<file path="src/rtl/cronometro_bcd_param.sv">
// cronometro_bcd_param
//
// Nine-digit BCD stopwatch / countdown timer (hh:mm:ss.mcd). A prescaler
// divides the system clock into base ticks. On each base tick the time
// steps up or down by one millisecond with BCD carry or borrow. The core
// also supports pause/resume, a clamped preset load and lap capture.
//
// Ports
//   clk_i          system clock, rising edge active
//   rst_i          synchronous active-high reset
//   play_i         level; rising edge starts from idle or toggles run/pause
//   stop_i         level; clears the count and returns to idle
//   lap_i          level; captures the current time every cycle in run/pause
//   load_i         loads the clamped preset while idle
//   down_i         0 = count up, 1 = count down (sampled only when starting)
//   preset_bcd_i   preset value, same packing as time_bcd_o
//   time_bcd_o     current time {hT,hU,mT,mU,sT,sU,ds,cs,ms}, 4 bits each
//   lap_bcd_o      last captured time
//   lap_strobe_o   one-cycle pulse per capture
//   running_o      high while in RUN
//   wrap_o         one-cycle pulse on up-mode rollover to zero
//   done_o         one-cycle pulse when a countdown reaches zero

module cronometro_bcd_param #(
    parameter int DIV      = 50000,
    parameter int HOUR_MAX = 99
) (
    input  logic        clk_i,
    input  logic        rst_i,
    input  logic        play_i,
    input  logic        stop_i,
    input  logic        lap_i,
    input  logic        load_i,
    input  logic        down_i,
    input  logic [35:0] preset_bcd_i,
    output logic [35:0] time_bcd_o,
    output logic [35:0] lap_bcd_o,
    output logic        lap_strobe_o,
    output logic        running_o,
    output logic        wrap_o,
    output logic        done_o
);

    localparam int            PW         = (DIV > 1) ? $clog2(DIV) : 1;
    localparam logic [PW-1:0] PRESC_LAST = PW'(DIV - 1);
    localparam logic [3:0]    HOUR_TENS  = 4'(HOUR_MAX / 10);
    localparam logic [3:0]    HOUR_UNITS = 4'(HOUR_MAX % 10);
    localparam logic [6:0]    HOUR_LIMIT = 7'(HOUR_MAX);

    localparam logic [1:0] IDLE  = 2'd0;
    localparam logic [1:0] RUN   = 2'd1;
    localparam logic [1:0] PAUSE = 2'd2;
    localparam logic [1:0] DONE  = 2'd3;

    logic [1:0]    state_q, state_d;
    logic [PW-1:0] presc_q, presc_d;
    logic [35:0]   timeBcd_q, timeBcd_d;
    logic [35:0]   lapBcd_q, lapBcd_d;
    logic          lapStrobe_q, lapStrobe_d;
    logic          running_q;
    logic          wrap_q, wrap_d;
    logic          done_q, done_d;
    logic          mode_q, mode_d;
    logic          playPrev_q;

    logic          playRise;
    logic          tick;
    logic [35:0]   timeInc;
    logic [35:0]   timeDec;
    logic [35:0]   presetClamped;
    logic          incCarry;
    logic          incWrap;
    logic          decBorrow;
    logic          decZero;
    logic [3:0]    hourTens;
    logic [3:0]    hourUnits;
    logic [6:0]    hourValue;

    // Digits 0..6 are ms, cs, ds, sU, sT, mU, mT; the two tens digits stop at 5.
    function automatic logic [3:0] digitMax(input int idx);
        return (idx == 4 || idx == 6) ? 4'd5 : 4'd9;
    endfunction

    assign playRise = play_i & ~playPrev_q;
    assign tick     = (state_q == RUN) && (presc_q == PRESC_LAST);

    // Up-count by one millisecond. The carry ripples through the sub-hour
    // digits; the hours are handled as a whole value so that HOUR_MAX
    // does not have to be a multiple of ten.
    always_comb begin
        timeInc  = timeBcd_q;
        incCarry = 1'b1;
        incWrap  = 1'b0;
        for (int i = 0; i < 7; i++) begin
            if (incCarry) begin
                if (timeBcd_q[i*4 +: 4] >= digitMax(i)) begin
                    timeInc[i*4 +: 4] = 4'd0;
                end else begin
                    timeInc[i*4 +: 4] = timeBcd_q[i*4 +: 4] + 4'd1;
                    incCarry          = 1'b0;
                end
            end
        end
        if (incCarry) begin
            if (timeBcd_q[35:28] == {HOUR_TENS, HOUR_UNITS}) begin
                timeInc = '0;
                incWrap = 1'b1;
            end else if (timeBcd_q[31:28] >= 4'd9) begin
                timeInc[31:28] = 4'd0;
                timeInc[35:32] = timeBcd_q[35:32] + 4'd1;
            end else begin
                timeInc[31:28] = timeBcd_q[31:28] + 4'd1;
            end
        end
    end

    // Down-count by one millisecond. A countdown never runs while the time
    // is zero, so the hours never underflow.
    always_comb begin
        timeDec   = timeBcd_q;
        decBorrow = 1'b1;
        for (int i = 0; i < 7; i++) begin
            if (decBorrow) begin
                if (timeBcd_q[i*4 +: 4] == 4'd0) begin
                    timeDec[i*4 +: 4] = digitMax(i);
                end else begin
                    timeDec[i*4 +: 4] = timeBcd_q[i*4 +: 4] - 4'd1;
                    decBorrow         = 1'b0;
                end
            end
        end
        if (decBorrow) begin
            if (timeBcd_q[31:28] == 4'd0) begin
                timeDec[31:28] = 4'd9;
                timeDec[35:32] = timeBcd_q[35:32] - 4'd1;
            end else begin
                timeDec[31:28] = timeBcd_q[31:28] - 4'd1;
            end
        end
        decZero = (timeDec == 36'd0);
    end

    // Preset clamp: saturate every digit to its own range. Then limit the
    // hour value (after the per-digit saturation) to HOUR_MAX.
    always_comb begin
        presetClamped = '0;
        for (int i = 0; i < 7; i++) begin
            if (preset_bcd_i[i*4 +: 4] > digitMax(i)) begin
                presetClamped[i*4 +: 4] = digitMax(i);
            end else begin
                presetClamped[i*4 +: 4] = preset_bcd_i[i*4 +: 4];
            end
        end
        hourTens  = (preset_bcd_i[35:32] > 4'd9) ? 4'd9 : preset_bcd_i[35:32];
        hourUnits = (preset_bcd_i[31:28] > 4'd9) ? 4'd9 : preset_bcd_i[31:28];
        hourValue = {3'd0, hourTens} * 7'd10 + {3'd0, hourUnits};
        if (hourValue > HOUR_LIMIT) begin
            presetClamped[35:28] = {HOUR_TENS, HOUR_UNITS};
        end else begin
            presetClamped[35:28] = {hourTens, hourUnits};
        end
    end

    // Next-state logic. Stop overrides everything below it. Within a state,
    // a play edge takes precedence over the tick, so the pause edge leaves
    // the prescaler phase where it was. Lap capture samples the time as it
    // stands before this edge's update.
    always_comb begin
        state_d     = state_q;
        presc_d     = presc_q;
        timeBcd_d   = timeBcd_q;
        lapBcd_d    = lapBcd_q;
        lapStrobe_d = 1'b0;
        wrap_d      = 1'b0;
        done_d      = 1'b0;
        mode_d      = mode_q;
        if (stop_i) begin
            state_d   = IDLE;
            presc_d   = '0;
            timeBcd_d = '0;
            lapBcd_d  = '0;
        end else begin
            case (state_q)
                IDLE: begin
                    if (load_i) begin
                        timeBcd_d = presetClamped;
                    end else if (playRise && !(down_i && timeBcd_q == 36'd0)) begin
                        mode_d  = down_i;
                        state_d = RUN;
                        presc_d = '0;
                    end
                end
                RUN: begin
                    if (lap_i) begin
                        lapBcd_d    = timeBcd_q;
                        lapStrobe_d = 1'b1;
                    end
                    if (playRise) begin
                        state_d = PAUSE;
                    end else if (tick) begin
                        presc_d = '0;
                        if (mode_q) begin
                            timeBcd_d = timeDec;
                            if (decZero) begin
                                done_d  = 1'b1;
                                state_d = DONE;
                            end
                        end else begin
                            timeBcd_d = timeInc;
                            wrap_d    = incWrap;
                        end
                    end else begin
                        presc_d = presc_q + PW'(1);
                    end
                end
                PAUSE: begin
                    if (lap_i) begin
                        lapBcd_d    = timeBcd_q;
                        lapStrobe_d = 1'b1;
                    end
                    if (playRise) begin
                        state_d = RUN;
                    end
                end
                default: begin
                    state_d = DONE;
                end
            endcase
        end
    end

    // State and output registers; running follows the next state so it
    // changes on the same edge as the state itself.
    always_ff @(posedge clk_i) begin
        if (rst_i) begin
            state_q     <= IDLE;
            presc_q     <= '0;
            timeBcd_q   <= '0;
            lapBcd_q    <= '0;
            lapStrobe_q <= 1'b0;
            running_q   <= 1'b0;
            wrap_q      <= 1'b0;
            done_q      <= 1'b0;
            mode_q      <= 1'b0;
            playPrev_q  <= 1'b0;
        end else begin
            state_q     <= state_d;
            presc_q     <= presc_d;
            timeBcd_q   <= timeBcd_d;
            lapBcd_q    <= lapBcd_d;
            lapStrobe_q <= lapStrobe_d;
            running_q   <= (state_d == RUN);
            wrap_q      <= wrap_d;
            done_q      <= done_d;
            mode_q      <= mode_d;
            playPrev_q  <= play_i;
        end
    end

    assign time_bcd_o   = timeBcd_q;
    assign lap_bcd_o    = lapBcd_q;
    assign lap_strobe_o = lapStrobe_q;
    assign running_o    = running_q;
    assign wrap_o       = wrap_q;
    assign done_o       = done_q;

endmodule

</file>
<file path="config.mk">
export PLATFORM = sky130hd
export DESIGN_NAME = cronometro_bcd_param
export DESIGN_NICKNAME = d
export VERILOG_FILES = /design/src/rtl/cronometro_bcd_param.sv
export SDC_FILE = /design/constraint.sdc
export NUM_CORES = 1
export LEC_CHECK = 0
export BUFFER_PORTS_ARGS = -buffer_cell sky130_fd_sc_hd__buf_4
export CELL_PAD_IN_SITES_DETAIL_PLACEMENT = 1
export CELL_PAD_IN_SITES_GLOBAL_PLACEMENT = 1
export CORE_MARGIN = 2
export CORE_UTILIZATION = 37
export DETAILED_ROUTE_END_ITERATION = 8
export PLACE_DENSITY_LB_ADDON = 0.1
export SLEW_MARGIN = 20
export SYNTH_ARGS = -nofsm -noshare
export SYNTH_HDL_FRONTEND = slang
export SYNTH_SLANG_ARGS = --single-unit
</file>
<file path="constraint.sdc">
create_clock -name clk_i -period 2.9 [get_ports clk_i]
set_clock_uncertainty 0.05 [all_clocks]
set_input_delay 0.145 -clock clk_i [delete_from_list [all_inputs] [get_ports clk_i]]
set_output_delay 0.145 -clock clk_i [all_outputs]
set_load 0.1 [all_outputs]
</file>
==> impl_metrics.yaml <==
clock_network:
  cts_tree: "yes"
  cts.clk_slew.worst_paths_ps: 70
  cts_max_level: 3
  clock_path_buffers: 2
  worstSkewPairLatency_ps: 360
  cts_root_buf: "clkbuf_16"
  cts_sinks: 96
  cts_buffers: 9
grt:
  grtUsageTotal_pct: 25.5
  grtUsageMet2_pct: 40.8
  met1_usage_pct: 36.5
  grt_busiest_layer: "met2"
  grt_first_pass_wirelength_mm: 40.1
  gr-total-overflow: 0
  use_met3_pct: 3.45
  grt_max_degree: 32
  grt_pass1_vias: 7399
  antenna_found_initial: 0
hold_path:
  hp-class: "in2reg"
cells_and_area:
  fin_nets: 1165
  fill_cells: 2231
  final_util_pct: 50.8
  layout-drive-gt1-share_pct: 31.8
  stdcell_area_sq_um: 9090
  layout_commonest_cell: "buf_4"
  mostFrequentLayoutCells: "buf_4 (237), nand2_1 (127), a21oi_1 (96), nor2_1 (80), dfxtp_1 (65)"
  finalNonFillerCells: 1314
  num_antenna_cells: 0
  area_growth_pct: 35.3
run_status:
  status: "finished clean"
setup_path:
  crit_family: "simple AND/OR/NAND/NOR gates"
  path_cells: "inv_4 -> ha_4 -> or3b_4 -> or4_4 -> a211o_1 -> o31a_1 -> a211oi_2 -> nand4_1 -> a31o_1 -> and3_1"
  cpPeakStageDelay_ps: 600
  critPathCaptureType: "flip-flop"
  start_kind: "flip-flop"
  cp_max_fo: 4
  worstPathArrival_ps: 3070
  cp_num_buf_inv: 1
  crit_path_top_delay_cell: "or4_4"
  path_class: "reg2reg"
  critPathRequiredTime_ps: 3100
route:
  via_count: 7379
  ant_nets: 0
  drt_iter0_drc: 459
  firstDrtPassIters: 5
  wl_per_cell_um: 19.0
  routed_wl_mm: 25.0
  drc: 0
  vias_per_cell: 5.62
pwr:
  p_leak_nw: 3.65
  clock_power_share_pct: 34.1
  pwr-share-comb_pct: 27.7
  power_density_nw_per_um2: 391
  vdd_drop_max_uv: 280
  switching_share_pct: 33.4
  seqPwrFrac_pct: 38.2
  p_sw_w: 0.00119
  intPower_w: 0.00237
timing:
  rsz0062_at_grt: "true"
  tightest_slew_ps: 697
  hold_viol: 0
  setup_viol: 0
  layout_min_cycle_time_ps: 2870
  drv_slew: 0
  fmax_mhz: 349
  slew-limit-headroom_pct: 53.4
  post-route-period-util_pct: 98.8
  tns_ps: 0
yosys:
  synth_cell_types: 83
  yosys.area.top_type: "dfxtp_1"
  synthArstFlopShare_pct: 0
  synth_area_leaders: "dfxtp_1 (29%), ha_1 (7.5%), a21oi_1 (7.2%)"
  ys_seq_area_share_pct: 28.6
  synth_area_sq_um: 6720
  synth_edf_count: 0
  syn_nets: 976
  synth_top_area_share_pct: 28.6
  ys_seq_elements: 96
  ys_warn_count: 0
  syn_area_per_cell_sq_um: 7.54
  synth_cells: 891
  synthFlopType: "dfxtp_1"
floorplanning:
  rows: 49
  die_y_um: 139
  initial_utilization_pct: 37.5
  die_w_um: 139
  io_pins: 119
  dieArea_sq_um: 19300
  core_area_sq_um: 17900
place:
  dp_cells: 1281
  dp_hpwl_mm: 18.6
  dpl_cell_area_sq_um: 8600
  io_buffers: 118
  place.gp.congestion: 0.895
run:
  max_cap_violations: 0
sequential cells by signal (all words and copies together) (netlist names):
signal,cells
time_bcd_o,36
presc_q,16
playPrev_q,1
lap_strobe_o,1
state_q,2
done_o,1
running_o,1
lap_bcd_o,36
wrap_o,1
mode_q,1
cell type report:
type	instances	area [sq um]	share of cell area [%]
clock buffers	11	254	2.79
clock inverters	5	35.0	0.386
inverters	31	126	1.39
multi-input cells	701	4550	50.1
flip-flops and latches	96	2010	22.1
well taps	229	287	3.15
repair buffers	241	1830	20.1
repair_timing:
action / in CTS / in global routing
pin swaps: 5 / 11
gates resized for setup: 6 / 13
endpoints found under the hold margin: 2 / 0
cloned: 0 / 0
hold buffers: 3 / 0
setup buffers: 5 / 9
endpoints found under the setup margin: 3 / 18
Yosys cell counts, drive strengths merged (10+ instances only):
master  number
dfxtp       96
nor2        81
nor2b       10
inv         31
nand3       22
xor2        11
or3b        11
buf         18
nand4       19
o21ai       59
ha          40
a211oi      14
clkbuf      45
nand2b      13
nand2      127
and2        10
a21oi       96
nor3        24
power groups by stage:
stage               logic, W  registers (W)  clock network [W]
global route         0.00106        0.00136            0.00130
floorplan           0.000468        0.00152                  0
CTS                 0.000956        0.00136            0.00124
detailed placement  0.000927        0.00139                  0
global placement    0.000917        0.00139                  0
finish              0.000984        0.00136            0.00121
worst min-delay path, stage by stage:
cell       delay (ps)
buf_4             130
o2111ai_1          80
a31oi_1            70
logic make-up after synthesis:
logic type / after synthesis / share of synthesized area (%)
simple gates: 369 / 28.4
compound gates: 262 / 25.2
flops: 96 / 28.6
buf+inv: 94 / 5.90
fa+ha+maj: 42 / 8.05
xor+xnor: 19 / 2.48
mux: 9 / 1.40
path summary, 6_finish.rpt:
path / from / to / slack [ps] / cells after the start
setup / recovery: time_bcd_o[16]$_SDFFE_PP0P_ / running_o$_SDFF_PP0_ / 30 / 10
hold / removal: load_i / time_bcd_o[32]$_SDFFE_PP0P_ / 60 / 3
setup reg to reg: time_bcd_o[16]$_SDFFE_PP0P_ / running_o$_SDFF_PP0_ / 30 / 10
hold reg to reg: lap_bcd_o[18]$_SDFFE_PP0P_ / lap_bcd_o[18]$_SDFFE_PP0P_ / 410 / 2
through the flow:
stage	setup slack, ps	power (W)	hold slack [ps]
after detailed placement	-112	0.00232	292
final	34.6	0.00356	61.5
after global routing	-8.27	0.00372	90.1
after CTS	2.89	0.00356	51.2
after floorplan	-120	0.00199	167
after global placement	24.6	0.00230	288
layer usage:
| metal | part of all wire, % | wire [um] |
|---|---|---|
| met1 | 49 | 12200 |
| met2 | 46 | 11400 |
| met3 | 4.2 | 1060 |
| met4 | 1.3 | 324 |
| met5 | 0 | 0 |
Note: power is estimated with default switching activity, not from simulation.
